[config.mk]
export PLATFORM = sky130hd
export DESIGN_NAME = show_uart_tx
export DESIGN_NICKNAME = d
export VERILOG_FILES = /design/src/rtl/show_uart_tx.sv
export SDC_FILE = /design/constraint.sdc
export NUM_CORES = 1
export LEC_CHECK = 0
export ABC_AREA = 1
export BUFFER_PORTS_ARGS = -buffer_cell sky130_fd_sc_hd__buf_2
export CAP_MARGIN = 20
export CORE_MARGIN = 4
export CORE_UTILIZATION = 45
export CTS_CLUSTER_DIAMETER = 80
export DETAILED_ROUTE_END_ITERATION = 8
export GPL_TIMING_DRIVEN = 0
export PLACE_DENSITY = 0.74
export REMOVE_ABC_BUFFERS = 1
export SYNTH_ARGS = -nofsm -noshare
export SYNTH_HDL_FRONTEND = slang
export SYNTH_SLANG_ARGS = --single-unit
[constraint.sdc]
create_clock -name CLK100MHZ -period 4.9 [get_ports CLK100MHZ]
set_input_delay 0.245 -clock CLK100MHZ [delete_from_list [all_inputs] [get_ports CLK100MHZ]]
set_output_delay 0.245 -clock CLK100MHZ [all_outputs]
set_load 0.02 [all_outputs]
[src/rtl/show_uart_tx.sv]
`default_nettype none
// +----------------------------------------------------------------------------+
// | show_uart_tx: sends up to MAX_BYTES buffered bytes as back-to-back 8N1      |
// | frames. Define SHOW_UART_CRLF_EN to append 0x0D,0x0A after the payload.    |
// | Revision: 1.0                                                              |
// +----------------------------------------------------------------------------+
module show_uart_tx #(
  parameter int CLK_FREQ  = 100000000,
  parameter int BAUD      = 115200,
  parameter int MAX_BYTES = 16
) (
  input  logic                   CLK100MHZ,
  input  logic                   reset,
  input  logic                   start,
  input  logic [8*MAX_BYTES-1:0] show_buf,
  input  logic [4:0]             show_len,
  output logic                   busy,
  output logic                   done,
  output logic                   tx_pin_out
);

  localparam int DIV    = CLK_FREQ / BAUD;
  localparam int BAUD_W = $clog2(DIV);
`ifdef SHOW_UART_CRLF_EN
  localparam int EXTRA  = 2;
`else
  localparam int EXTRA  = 0;
`endif
  localparam int IDX_W  = $clog2(MAX_BYTES + EXTRA + 1);

  typedef enum logic [1:0] {S_IDLE, S_START, S_DATA, S_STOP} state_t;

  state_t                 state_q, state_d;
  logic [BAUD_W-1:0]      baud_q, baud_d;
  logic [2:0]             bit_q, bit_d;
  logic [IDX_W-1:0]       idx_q, idx_d;
  logic [IDX_W-1:0]       len_q, len_d;
  logic [8*MAX_BYTES-1:0] buf_q, buf_d;
  logic                   busy_q, busy_d;
  logic                   done_q, done_d;
  logic                   tx_q, tx_d;

  logic [IDX_W-1:0]       len_clamped;
  logic [IDX_W-1:0]       total_frames;
  logic                   baud_end;
  logic [7:0]             sel_byte;

  always_comb begin
    len_clamped  = IDX_W'(show_len);
    if (int'(show_len) > MAX_BYTES) len_clamped = IDX_W'(MAX_BYTES);
    total_frames = len_q + IDX_W'(EXTRA);
    baud_end     = (baud_q == BAUD_W'(DIV - 1));

    state_d = state_q;
    baud_d  = baud_q;
    bit_d   = bit_q;
    idx_d   = idx_q;
    len_d   = len_q;
    buf_d   = buf_q;
    done_d  = 1'b0;

    case (state_q)
      S_IDLE: begin
        if (start) begin
          buf_d  = show_buf;
          len_d  = len_clamped;
          idx_d  = '0;
          bit_d  = '0;
          baud_d = '0;
          if (len_clamped != '0) state_d = S_START;
          else                   done_d  = 1'b1;
        end
      end
      S_START: begin
        if (baud_end) begin
          baud_d  = '0;
          bit_d   = '0;
          state_d = S_DATA;
        end else begin
          baud_d = baud_q + BAUD_W'(1);
        end
      end
      S_DATA: begin
        if (baud_end) begin
          baud_d = '0;
          if (bit_q == 3'd7) state_d = S_STOP;
          else               bit_d   = bit_q + 3'd1;
        end else begin
          baud_d = baud_q + BAUD_W'(1);
        end
      end
      S_STOP: begin
        if (baud_end) begin
          baud_d = '0;
          // The next start bit follows immediately so frames stay back-to-back.
          if (idx_q + IDX_W'(1) == total_frames) begin
            state_d = S_IDLE;
            done_d  = 1'b1;
          end else begin
            idx_d   = idx_q + IDX_W'(1);
            state_d = S_START;
          end
        end else begin
          baud_d = baud_q + BAUD_W'(1);
        end
      end
      default: state_d = S_IDLE;
    endcase

    sel_byte = 8'hFF;
    for (int i = 0; i < MAX_BYTES; i++) begin
      if (idx_d == IDX_W'(i)) sel_byte = buf_d[8*i +: 8];
    end
`ifdef SHOW_UART_CRLF_EN
    if (idx_d == len_d)                    sel_byte = 8'h0D;
    else if (idx_d == len_d + IDX_W'(1))   sel_byte = 8'h0A;
`endif

    // Line level is derived from next state so the pin comes straight off a flop.
    case (state_d)
      S_START: tx_d = 1'b0;
      S_DATA:  tx_d = sel_byte[bit_d];
      default: tx_d = 1'b1;
    endcase
    busy_d = (state_d != S_IDLE);
  end

  always_ff @(posedge CLK100MHZ) begin
    if (reset) begin
      state_q <= S_IDLE;
      baud_q  <= '0;
      bit_q   <= '0;
      idx_q   <= '0;
      len_q   <= '0;
      buf_q   <= '0;
      busy_q  <= 1'b0;
      done_q  <= 1'b0;
      tx_q    <= 1'b1;
    end else begin
      state_q <= state_d;
      baud_q  <= baud_d;
      bit_q   <= bit_d;
      idx_q   <= idx_d;
      len_q   <= len_d;
      buf_q   <= buf_d;
      busy_q  <= busy_d;
      done_q  <= done_d;
      tx_q    <= tx_d;
    end
  end

  assign busy       = busy_q;
  assign done       = done_q;
  assign tx_pin_out = tx_q;

endmodule
`default_nettype wire

# Word-level counts from Yosys, hierarchy flattened
# Cells that the tools add are included.
# Widths: inputs -> output; s select.
dict set report word_totals {
  reg_bits 156
  input_bits 136
  out_inout_bits 3
  word_cells 91
}
dict set report op_classes {
  add_sub_neg 3
  n_lt_le_gt_ge 2
  n_eq_ne 24
  n_mux 47
  n_reduce_logical 6
}
# operator n
set op_table {}
lappend op_table {{$mux 128} 2}
lappend op_table {{$mux 8} 16}
lappend op_table {{$eq 5x4->1 const B} 8}
lappend op_table {{$eq 5x3->1 const B} 4}
lappend op_table {{$mux 10} 2}
lappend op_table {{$mux 5} 4}
lappend op_table {{$pmux 10 s2} 1}
lappend op_table {{$mux 2} 6}
lappend op_table {{$mux 3} 4}
lappend op_table {{$add 10x1->10 const B} 1}
lappend op_table {{$eq 10x10->1 const B} 1}
lappend op_table {{$eq 5x2->1 const B} 2}
lappend op_table {{$pmux 5 s2} 1}
lappend op_table {{$pmux 3 s3} 1}
lappend op_table {{$pmux 2 s4} 1}
lappend op_table {{$eq 2x2->1 const B} 3}
lappend op_table {{$mux 1} 6}
lappend op_table {{$add 5x1->5 const B} 1}
lappend op_table {{$eq 5x1->1 const B} 1}
lappend op_table {{$eq 5x5->1} 1}
lappend op_table {{$gt 5x5->1 const B} 1}
lappend op_table {{$logic_not 5->1} 1}
lappend op_table {{$reduce_bool 5->1} 1}
lappend op_table {{$eq 2x1->1 const B} 2}
lappend op_table {{other kinds (10)} 11}

# Depth between registers and ports, before layout
# Gate-level depths: netlist of run 1.
dict set report depth {
  ltp_word 25
  depth_mapped 31
}

# Worst setup path after synthesis of run 1
# No wires, ideal clock.
dict set report synth_path {
  kind {reg2reg}
  start {reg state_q[0]}
  end {reg tx_q (netlist: tx_pin_out)}
  setup_time_ps 109
  arrival_ps 2833
  t_required_ps 4791
  setup_slack_ps 1958
  stages_incl_launch_ff 16
  n_path_buf 4
  synth_period_minus_slack_ps 2942
  path_cell_list {dfxtp_1 -> inv_1 -> ha_1 -> nand2_1 -> buf_2 -> clkbuf_1 -> buf_1 -> clkbuf_1 -> mux2i_1 -> nand2_1 -> nand3b_1 -> nand3_1 -> nand3_1 -> nand3_1 -> nand2_1 -> inv_1}
}
dict set report synth_via {
  elab_chain_len 22
  word_cells_on_any_way 51
}
# element line
set synth_rtl {}
lappend synth_rtl {{start, declared} 33} ;# state_t state_q, state_d;
lappend synth_rtl {{start signal, assigned} 140} ;# state_q <= state_d;
lappend synth_rtl {{$eq 2x2->1 or $logic_not 2->1 (tied branches)} 62} ;# case (state_q)
lappend synth_rtl {{$pmux 5 s2} 62}
lappend synth_rtl {{$logic_not 5->1} 112} ;# if (idx_d == IDX_W'(i)) sel_byte = buf_d[8*i +: 8];
lappend synth_rtl {{$mux 8 (16 in series)} 112}
lappend synth_rtl {{$bmux 1 s3} 122} ;# S_DATA: tx_d = sel_byte[bit_d];
lappend synth_rtl {{$mux 1 (not written as such)} 122}
lappend synth_rtl {{$pmux 1 s2 (*)} 120} ;# case (state_d)
lappend synth_rtl {{end signal, assigned} 148} ;# tx_q <= tx_d;
lappend synth_rtl {{end, declared} 41} ;# logic tx_q, tx_d;
# Mark *: on every way between the ends. The rest lies on a longest branch, timed or not. The select of a mux whose other input is x is not followed.
# A chain may end at the register's enable or synchronous reset.

# Worst setup path after layout of run 1
dict set report layout_path {
  start {reg idx_q[0]}
  end {reg tx_q (netlist: tx_pin_out)}
}
dict set report layout_via {
  elab_chain_len 25
  word_cells_on_any_way 46
}
# element line
set layout_rtl {}
lappend layout_rtl {{start, declared} 36} ;# logic [IDX_W-1:0] idx_q, idx_d;
lappend layout_rtl {{start signal, assigned} 143} ;# idx_q <= idx_d;
lappend layout_rtl {{$add 5x1->5} {96, 100}}
lappend layout_rtl {{$eq 5x5->1} 96} ;# if (idx_q + IDX_W'(1) == total_frames) begin
lappend layout_rtl {{$mux 5} 96}
lappend layout_rtl {{$mux 5} 93} ;# if (baud_end) begin
lappend layout_rtl {{$pmux 5 s2} 62}
lappend layout_rtl {{$logic_not 5->1} 112}
lappend layout_rtl {{$mux 8 (16 in series)} 112}
lappend layout_rtl {{$bmux 1 s3} 122}
lappend layout_rtl {{$mux 1 (not written as such)} 122}
lappend layout_rtl {{$pmux 1 s2 (*)} 120}
# Marked as above.

==> results of run 1 <==
[worst max-delay path: cells and delay by family, from the launching register on]
kind,cells,cell delay [ns]
AO/OA/AOI/OAI,1,0.10
adder cells (fa/ha/maj),1,0.30
buffers and inverters,3,0.40
flip-flops,1,0.46
AND/OR/NAND/NOR,23,2.64
[sequential cells by signal, summed over array words and instances, names as in the netlist]
signal	cells
idx_q	5
done	1
len_q	5
busy	1
baud_q	10
bit_q	3
state_q	2
tx_pin_out	1
buf_q	128
[power by group through the flow]
stage,clock network [mW],logic (mW),registers [mW]
5_1_grt,1.33,0.594,1.41
2_1_floorplan,0,0.418,1.43
3_3_place_gp,0,0.608,1.43
6_report,1.24,0.528,1.40
3_5_place_dp,0,0.531,1.43
4_1_cts,1.27,0.534,1.40
[routing by layer]
metal,vias up,share of wire
met4,2,0.025
li1,3365,-
met1,2931,0.44
met3,35,0.052
met2,155,0.48
met5,-,0.00038
[kinds of logic (layout without fill, tap and decap cells)]
family | Yosys count | in the layout
and+or+nand+nor | 516 | 516
DFF | 156 | 156
buffers and inverters | 122 | 255
muxes | 115 | 115
AOI/OAI and AO/OA | 44 | 44
adders and majority gates | 8 | 8
xor gates and xnor gates | 4 | 4
other | 0 | 1
[layout make-up]
| class | count | area share |
|---|---|---|
| Antenna cell | 1 | 0.000281 |
| Clock buffer | 23 | 0.0525 |
| Clock inverter | 9 | 0.0101 |
| Inverter | 82 | 0.0345 |
| Multi-Input combinational cell | 687 | 0.435 |
| Sequential cell | 156 | 0.350 |
| Tap cell | 216 | 0.0303 |
| Timing Repair Buffer | 141 | 0.0870 |
[layout by cell type (no fill, tap or decap), types with 4 or more instances in the layout]
cell,count
nand4_1,35
or2_2,24
nor2_4,4
mux2i_1,115
inv_1,80
nor3_1,5
dfxtp_1,156
clkinv_4,4
nand3_1,54
a21oi_1,13
buf_2,137
or2_0,5
nand2_2,5
nand2_4,5
o21ai_0,21
nand2_1,171
clkbuf_16,17
ha_1,8
clkbuf_1,4
nor2_1,190
[through the flow]
step	total power, mW	worst slack, ns	utilization
CTS	3.21	0.842	0.553
detailed placement	1.96	0.866	0.519
floorplan	1.84	-2.00	-
global placement	2.03	-5.15	0.513
global route	3.34	0.367	0.553
finish	3.17	0.893	0.553
[worst paths after layout]
kind,startpoint,end,slack (ns),depth (start not counted)
max,idx_q[0],tx_pin_out,0.89,28
min,show_buf[51],buf_q[51],0.07,3
max reg2reg,idx_q[0],tx_pin_out,0.89,28
min reg2reg,len_q[3],len_q[3],0.48,2
==> results.sh, run 1 <==
export IMPL_fillers=1538
export IMPL_gr_total_overflow=0
export IMPL_cts_sinks=156
export IMPL_power_density_nw_per_um2=356
export IMPL_yosys_area_share_adder=0.0133
export IMPL_fp_coreArea_sq_um=16100
export IMPL_yosysMostFrequentCell="nor2_1"
export IMPL_setup_viol=0
export IMPL_syn_inst=965
export IMPL_grt_use_total=0.202
export IMPL_met2_usage=0.339
export IMPL_swShare=0.266
export IMPL_skew_ns=0.00671
export IMPL_seqCellArea_sq_um=3120
export IMPL_final_area_sq_um=8920
export IMPL_clk_pin_slew_ns=0.06
export IMPL_seq_power_share=0.442
export IMPL_ys_flop_type="dfxtp_1"
export IMPL_synth_seq_cells=156
export IMPL_timing_fmax_mhz=250
export IMPL_avgRoutedWirePerCell_um=14.0
export IMPL_dieWidth_um=137
export IMPL_grt_max_degree=79
export IMPL_cpMaxStageDelayCell="nor3_2"
export IMPL_status="completed"
export IMPL_num_vias=6488
export IMPL_path_common_cell="nand2_1"
export IMPL_synth_cell_types=42
export IMPL_p_leak_nw=4.41
export IMPL_min_period_over_period=0.818
export IMPL_ctsHtreeMaxLevel=4
export IMPL_maxSlewViolCount=0
export IMPL_rows=46
export IMPL_clock_power_share=0.391
export IMPL_required_ns=5.23
export IMPL_crit_fanout=11
export IMPL_synth_top_area_frac=0.416
export IMPL_peakVddDrop_mv=0.273
export IMPL_synth_area_leader_cell="dfxtp_1"
export IMPL_wl_um=18400
export IMPL_slew_headroom=0.451
export IMPL_setup_tns_ns=0
export IMPL_avgSynthCellArea_sq_um=7.78
export IMPL_rsz0062_at_grt="no"
export IMPL_drt_pass1_iter_count=5
export IMPL_yosys_top_cells_area="dfxtp_1 42%, mux2i_1 15%, nor2_1 9.5%"
export IMPL_fin_cells=1315
export IMPL_whs_ns=0.0708
export IMPL_startpoint_type="flip-flop"
export IMPL_portBuffers=138
export IMPL_via_per_inst=4.93
export IMPL_fin_nets=1229
export IMPL_cts_tree="done"
export IMPL_ant_nets=0
export IMPL_drt_initial_drc_count=285
export IMPL_cts_root_buf="clkbuf_16"
export IMPL_crit_path_end_kind="flip-flop"
export IMPL_clk_latency_ns=0.42
export IMPL_drive_gt1_frac=0.200
export IMPL_synth_common_cells="190 x nor2_1, 172 x nand2_1, 156 x dfxtp_1"
export IMPL_cts_hold_buf=0
export IMPL_ios=139
export IMPL_yosysSeqAreaShare=0.416
export IMPL_combinationalPowerShare=0.166
export IMPL_post_cts_resized=0
export IMPL_cts_setup_buffers=0
export IMPL_grtUsageMet1=0.249
export IMPL_post_dp_cell_area_sq_um=8360
export IMPL_routabilityCongestion=0.849
export IMPL_grt_util_met3=0.0504
export IMPL_synth_edff_count=0
export IMPL_die_area_sq_um=18800
export IMPL_synth_compound_area_frac=0.0335
export IMPL_synthMuxAreaShare=0.153
export IMPL_max_stage_delay_ns=0.51
export IMPL_synth_warnings=0
export IMPL_grt_pass1_wl_um=29700
export IMPL_arrival_ns=4.33
export IMPL_area_growth_pct=18.9
export IMPL_multi_input_area_sq_um=3880
export IMPL_hp_class="input port to flip-flop"
export IMPL_internal_power_mw=2.33
export IMPL_cts_buffers=17
export IMPL_p_switching_mw=0.845
export IMPL_synth_xor_area_frac=0.00467
export IMPL_worst_slew_pin_slew_ns=0.824
export IMPL_antenna_found_initial=2
export IMPL_synth_top_family_by_area="simple AND/OR/NAND/NOR gates"
export IMPL_start_util=0.466
export IMPL_clock_path_buffers=2
export IMPL_syn_area_sq_um=7500
export IMPL_die_h_um=137
export IMPL_top_usage_layer="met2"
export IMPL_dp_cells=1282
export IMPL_grt_pass1_vias=6219
export IMPL_final_hold_violation_count=0
export IMPL_cap_violations=0
export IMPL_synth_simple_area_share=0.311
export IMPL_drc=0
export IMPL_crit_type="flip-flop to flip-flop"
export IMPL_period_minus_slack_ns=4.01
export IMPL_synthArstFlopShare=0
export IMPL_dp_hpwl_um=13300
Power figures use the tool's default switching activity.
==> inputs of run 2 (changes only) <==
Clock period 4.9 ns to 3.8 ns, I/O delays scaled along.
==> run 2 against run 1 <==
Against the previous run: utilization grew 1.7 points; clock power is 30% higher; sequential cell count unchanged; final area up 3.1%; via count up 2.2%; critical path depth stayed put; clock skew barely moved; sequential power rose by 29%; worst setup slack lost 0.59 ns; die area is the same; maximum frequency is 15% higher.
==> results.sh, run 2 (same netlist as run 1, synthesis figures left out) <==
export IMPL_status="completed"
export IMPL_antenna_found_initial=2
export IMPL_r2r_cells=28
export IMPL_reg2reg_slack_ns=0.30
export IMPL_num_vias=6629
export IMPL_cap_violations=0
export IMPL_path_common_cell="nand2_1"
export IMPL_area_growth_pct=22.6
export IMPL_grt_use_total=0.202
export IMPL_hp_class="input port to flip-flop"
export IMPL_gr_total_overflow=0
export IMPL_final_hold_violation_count=0
export IMPL_combinationalPowerShare=0.169
export IMPL_hold_start="show_buf[51]"
export IMPL_drt_initial_drc_count=272
export IMPL_clk_latency_ns=0.42
export IMPL_whs_ns=0.0148
export IMPL_worst_path_buf_inv=2
export IMPL_power_density_nw_per_um2=447
export IMPL_clock_power_share=0.391
export IMPL_fillers=1513
export IMPL_final_area_sq_um=9200
export IMPL_layout_common_cells="180 x nor2_1, 167 x nand2_1, 153 x dfxtp_1, 137 x buf_2, 115 x mux2i_1"
export IMPL_maxSlewViolCount=0
export IMPL_clock_path_buffers=2
export IMPL_fin_cells=1332
export IMPL_drc=0
export IMPL_avgRoutedWirePerCell_um=14.2
export IMPL_p_switching_mw=1.11
export IMPL_reg_top3="buf_q: 128 flops, baud_q: 10 flops"
export IMPL_cpMaxStageDelayCell="dfxtp_4"
export IMPL_dieWidth_um=137
export IMPL_r2r_end="tx_pin_out"
export IMPL_cts_tree="done"
export IMPL_post_route_util=0.571
export IMPL_max_stage_delay_ns=0.38
export IMPL_swShare=0.269
export IMPL_via_per_inst=4.98
export IMPL_ios=139
export IMPL_fp_coreArea_sq_um=16100
export IMPL_post_dp_cell_area_sq_um=8360
export IMPL_final_common_cell="nor2_1"
export IMPL_period_minus_slack_ns=3.50
export IMPL_fin_ws_ns=0.301
export IMPL_holdPathEnd="buf_q[51]"
export IMPL_crit_fanout=6
export IMPL_setup_tns_ns=0
export IMPL_grt_pass1_vias=6232
export IMPL_timing_fmax_mhz=286
export IMPL_fin_nets=1246
export IMPL_slew_headroom=0.456
export IMPL_multi_input_area_sq_um=4000
export IMPL_arrival_ns=3.87
export IMPL_drt_pass1_iter_count=5
export IMPL_start_util=0.466
export IMPL_p_leak_nw=4.50
export IMPL_ctsHtreeMaxLevel=4
export IMPL_ant_nets=0
export IMPL_hold_depth=3
export IMPL_setup_viol=0
export IMPL_crit_type="flip-flop to flip-flop"
export IMPL_routabilityCongestion=0.849
export IMPL_cts_root_buf="clkbuf_16"
export IMPL_cts_buffers=17
export IMPL_required_ns=4.17
export IMPL_largest_register="buf_q"
export IMPL_die_area_sq_um=18800
export IMPL_seqCellArea_sq_um=3130
export IMPL_crit_path_end_kind="flip-flop"
export IMPL_regToRegStartpoint="idx_q[0]"
export IMPL_skew_ns=0.00668
export IMPL_grt_max_degree=79
export IMPL_crit_family="simple AND/OR/NAND/NOR gates"
export IMPL_dp_hpwl_um=13300
export IMPL_total_power_mw=4.11
export IMPL_min_period_over_period=0.921
export IMPL_worst_slew_pin_slew_ns=0.816
export IMPL_startpoint_type="flip-flop"
export IMPL_die_h_um=137
export IMPL_cts_hold_buf=0
export IMPL_rows=46
export IMPL_clk_pin_slew_ns=0.06
export IMPL_pre_cts_ws_ns=-0.234
export IMPL_dp_cells=1282
export IMPL_largest_reg_flops=128
export IMPL_seq_power_share=0.440
export IMPL_drive_gt1_frac=0.234
export IMPL_portBuffers=138
export IMPL_grt_pass1_wl_um=29800
export IMPL_internal_power_mw=3.00
export IMPL_wl_um=18900
export IMPL_cts_sinks=156
export IMPL_peakVddDrop_mv=0.352
==> run 2: repair_timing <==
| action | 4_1_cts | 5_1_grt |
|---|---|---|
| gates resized for setup | 6 | 31 |
| pin swaps | 1 | 19 |
| setup endpoints to repair | 1 | 1 |
| setup buffers | 1 | 15 |
| gates cloned | 0 | 1 |
==> run 2: final cells by class <==
class,count,share of cell area
antenna,1,0.000272
clock buffer,23,0.0509
clock inverter,9,0.00979
inverter,82,0.0341
multi-input combinational,688,0.435
sequential,156,0.340
tap,216,0.0294
timing repair buffer,157,0.100
==> run 2: routing by layer <==
metal / wire (um) / track usage / up-vias
li1: - / - / 3399
met1: 8290 / 0.251 / 3047
met3: 910 / 0.0504 / 34
met4: 404 / 0.0765 / 2
met5: 7 / 0 / -
met2: 9330 / 0.340 / 147
==> run 2: power groups by stage <==
| stage | sequential (mW) | clock [mW] | combinational, mW |
|---|---|---|---|
| after floorplan | 1.84 | 0 | 0.539 |
| after global placement | 1.84 | 0 | 0.783 |
| after detailed placement | 1.85 | 0 | 0.684 |
| after CTS | 1.81 | 1.64 | 0.688 |
| after global routing | 1.82 | 1.71 | 0.779 |
| final | 1.81 | 1.61 | 0.695 |
==> run 2: worst reg2reg max path, delay by kind of cell (launching register included) <==
kind | cells | cell delay [ns]
flops | 1 | 0.38
simple gates | 24 | 2.66
fa+ha+maj | 1 | 0.17
buf+inv | 2 | 0.09
compound gates | 1 | 0.16
==> run 2: worst max-delay path by stage <==
stage / cells after the start / endpoint / start / slack [ns]
floorplan: 21 / tx_pin_out / state_q[0] / -3.10
global placement: 21 / tx_pin_out / state_q[0] / -6.25
detailed placement: 28 / tx_pin_out / idx_q[0] / -0.23
CTS: 28 / tx_pin_out / idx_q[0] / 0.01
global route: 28 / tx_pin_out / idx_q[0] / -0.03
finish: 28 / tx_pin_out / idx_q[0] / 0.30
==> inputs of run 3 (changes only) <==
Clock period 3.8 ns to 4.1 ns, I/O delays scaled along.
==> run 3 against run 2 <==
Against the previous run: hold slack gained 0.013 ns; final area down 1.9%; highest routed layer unchanged; largest power group unchanged; combinational power decreased by 9.2%; total power shrank 7.6%; sequential share of layout area rose by 0.56 points; critical path depth stayed put; global-route usage down 0.056 points; via count decreased by 1.5%; critical path type unchanged.
==> results.sh, run 3 (same netlist as run 1, synthesis figures left out) <==
export IMPL_max_stage_delay_ns=0.42
export IMPL_antenna_found_initial=2
export IMPL_ant_nets=0
export IMPL_min_period_over_period=0.886
export IMPL_die_area_sq_um=18800
export IMPL_wl_um=18500
export IMPL_layout_common_cells="185 x nor2_1, 171 x nand2_1, 155 x dfxtp_1, 137 x buf_2, 115 x mux2i_1"
export IMPL_reg_top3="buf_q: 128 flops, baud_q: 10 flops"
export IMPL_final_common_cell="nor2_1"
export IMPL_crit_path_end_kind="flip-flop"
export IMPL_required_ns=4.47
export IMPL_grt_use_total=0.202
export IMPL_cts_sinks=156
export IMPL_largest_register="buf_q"
export IMPL_drive_gt1_frac=0.214
export IMPL_timing_fmax_mhz=275
export IMPL_cpMaxStageDelayCell="dfxtp_1"
export IMPL_clk_latency_ns=0.43
export IMPL_setup_viol=0
export IMPL_crit_fanout=13
export IMPL_rows=46
export IMPL_hold_depth=3
export IMPL_skew_ns=0.00802
export IMPL_drt_initial_drc_count=269
export IMPL_hp_class="input port to flip-flop"
export IMPL_routabilityCongestion=0.849
export IMPL_dp_cells=1282
export IMPL_drt_pass1_iter_count=5
export IMPL_status="completed"
export IMPL_rsz0062_at_grt="no"
export IMPL_r2r_cells=28
export IMPL_cts_tree="done"
export IMPL_drc=0
export IMPL_ios=139
export IMPL_period_minus_slack_ns=3.63
export IMPL_startpoint_type="flip-flop"
export IMPL_p_leak_nw=4.44
export IMPL_grt_pass1_vias=6219
export IMPL_slew_headroom=0.454
export IMPL_cap_violations=0
export IMPL_worst_slew_pin_slew_ns=0.820
export IMPL_via_per_inst=4.94
export IMPL_clock_path_buffers=2
export IMPL_avgRoutedWirePerCell_um=14.0
export IMPL_largest_reg_flops=128
export IMPL_die_h_um=137
export IMPL_maxSlewViolCount=0
export IMPL_crit_type="flip-flop to flip-flop"
export IMPL_power_density_nw_per_um2=420
export IMPL_gr_total_overflow=0
export IMPL_num_vias=6531
export IMPL_final_hold_violation_count=0
export IMPL_grt_max_degree=79
export IMPL_area_growth_pct=20.3
export IMPL_dieWidth_um=137
export IMPL_fin_nets=1236
export IMPL_fin_cells=1322
export IMPL_grt_pass1_wl_um=29700
export IMPL_path_common_cell="nand2_1"
export IMPL_cts_root_buf="clkbuf_16"
export IMPL_portBuffers=138
export IMPL_clk_pin_slew_ns=0.06
export IMPL_start_util=0.466
export IMPL_cts_buffers=17
export IMPL_dp_hpwl_um=13300
export IMPL_fp_coreArea_sq_um=16100
export IMPL_arrival_ns=4.01
export IMPL_ctsHtreeMaxLevel=4
export IMPL_peakVddDrop_mv=0.326
export IMPL_total_power_mw=3.79
[run 3: worst max-delay path, delay by kind of cell (launching register included)]
family	cells	cell delay, ns
buffers and inverters	2	0.09
adder cells (fa/ha/maj)	1	0.27
flip-flops	1	0.42
AND/OR/NAND/NOR	25	2.79
[run 3: repair_timing]
item,in CTS,in global routing
hold buffers,0,0
setup buffers,0,7
gates resized for setup,0,13
hold endpoints to repair,0,0
endpoints found under the setup margin,0,1
[run 3: area by class of cell]
cell class	count	area [sq um]
fill	1536	7090
multi-input combinational	687	3920
sequential	156	3120
timing repair buffer	148	841
clock buffer	23	468
inverter	82	308
tap	216	270
clock inverter	9	90.1
antenna	1	2.50
[run 3: metrics by stage]
step / worst slack (ns) / utilization / cell area [sq um] / hold WS [ns] / TNS, ns
after detailed placement: 0.0665 / 0.519 / 8360 / 0.462 / 0
after CTS: 0.0416 / 0.553 / 8920 / 0.0154 / 0
after global routing: 0.0361 / 0.560 / 9030 / 0.0291 / 0
after global placement: -5.95 / 0.513 / 8270 / 0.460 / -384.97
after floorplan: -2.80 / - / 7310 / 0.274 / -153.01
final: 0.468 / 0.560 / 9030 / 0.0277 / 0
[run 3: where the power goes]
part           switching [mW]  total (mW)  internal, mW
Clock                   0.619        1.49         0.868
Sequential             0.0340        1.68          1.64
Combinational           0.360       0.631         0.271
Total                    1.01        3.79          2.78
[run 3: path summary, 6_finish.rpt]
| path | startpoint | to | slack (ns) |
|---|---|---|---|
| worst max-delay path | idx_q[1] | tx_pin_out | 0.47 |
| worst min-delay path | show_buf[51] | buf_q[51] | 0.03 |
| worst max register to register | idx_q[1] | tx_pin_out | 0.47 |
| worst min register to register | len_q[3] | len_q[3] | 0.49 |
[run 3: per-layer routing]
metal | wire length [um] | part of all wire | vias up | GRT usage
met2 | 9090 | 0.49 | 146 | 0.339
met3 | 1020 | 0.055 | 27 | 0.0504
met5 | 7 | 0.00038 | - | 0
met1 | 8040 | 0.43 | 2976 | 0.249
met4 | 354 | 0.019 | 2 | 0.0765
li1 | - | - | 3380 | -
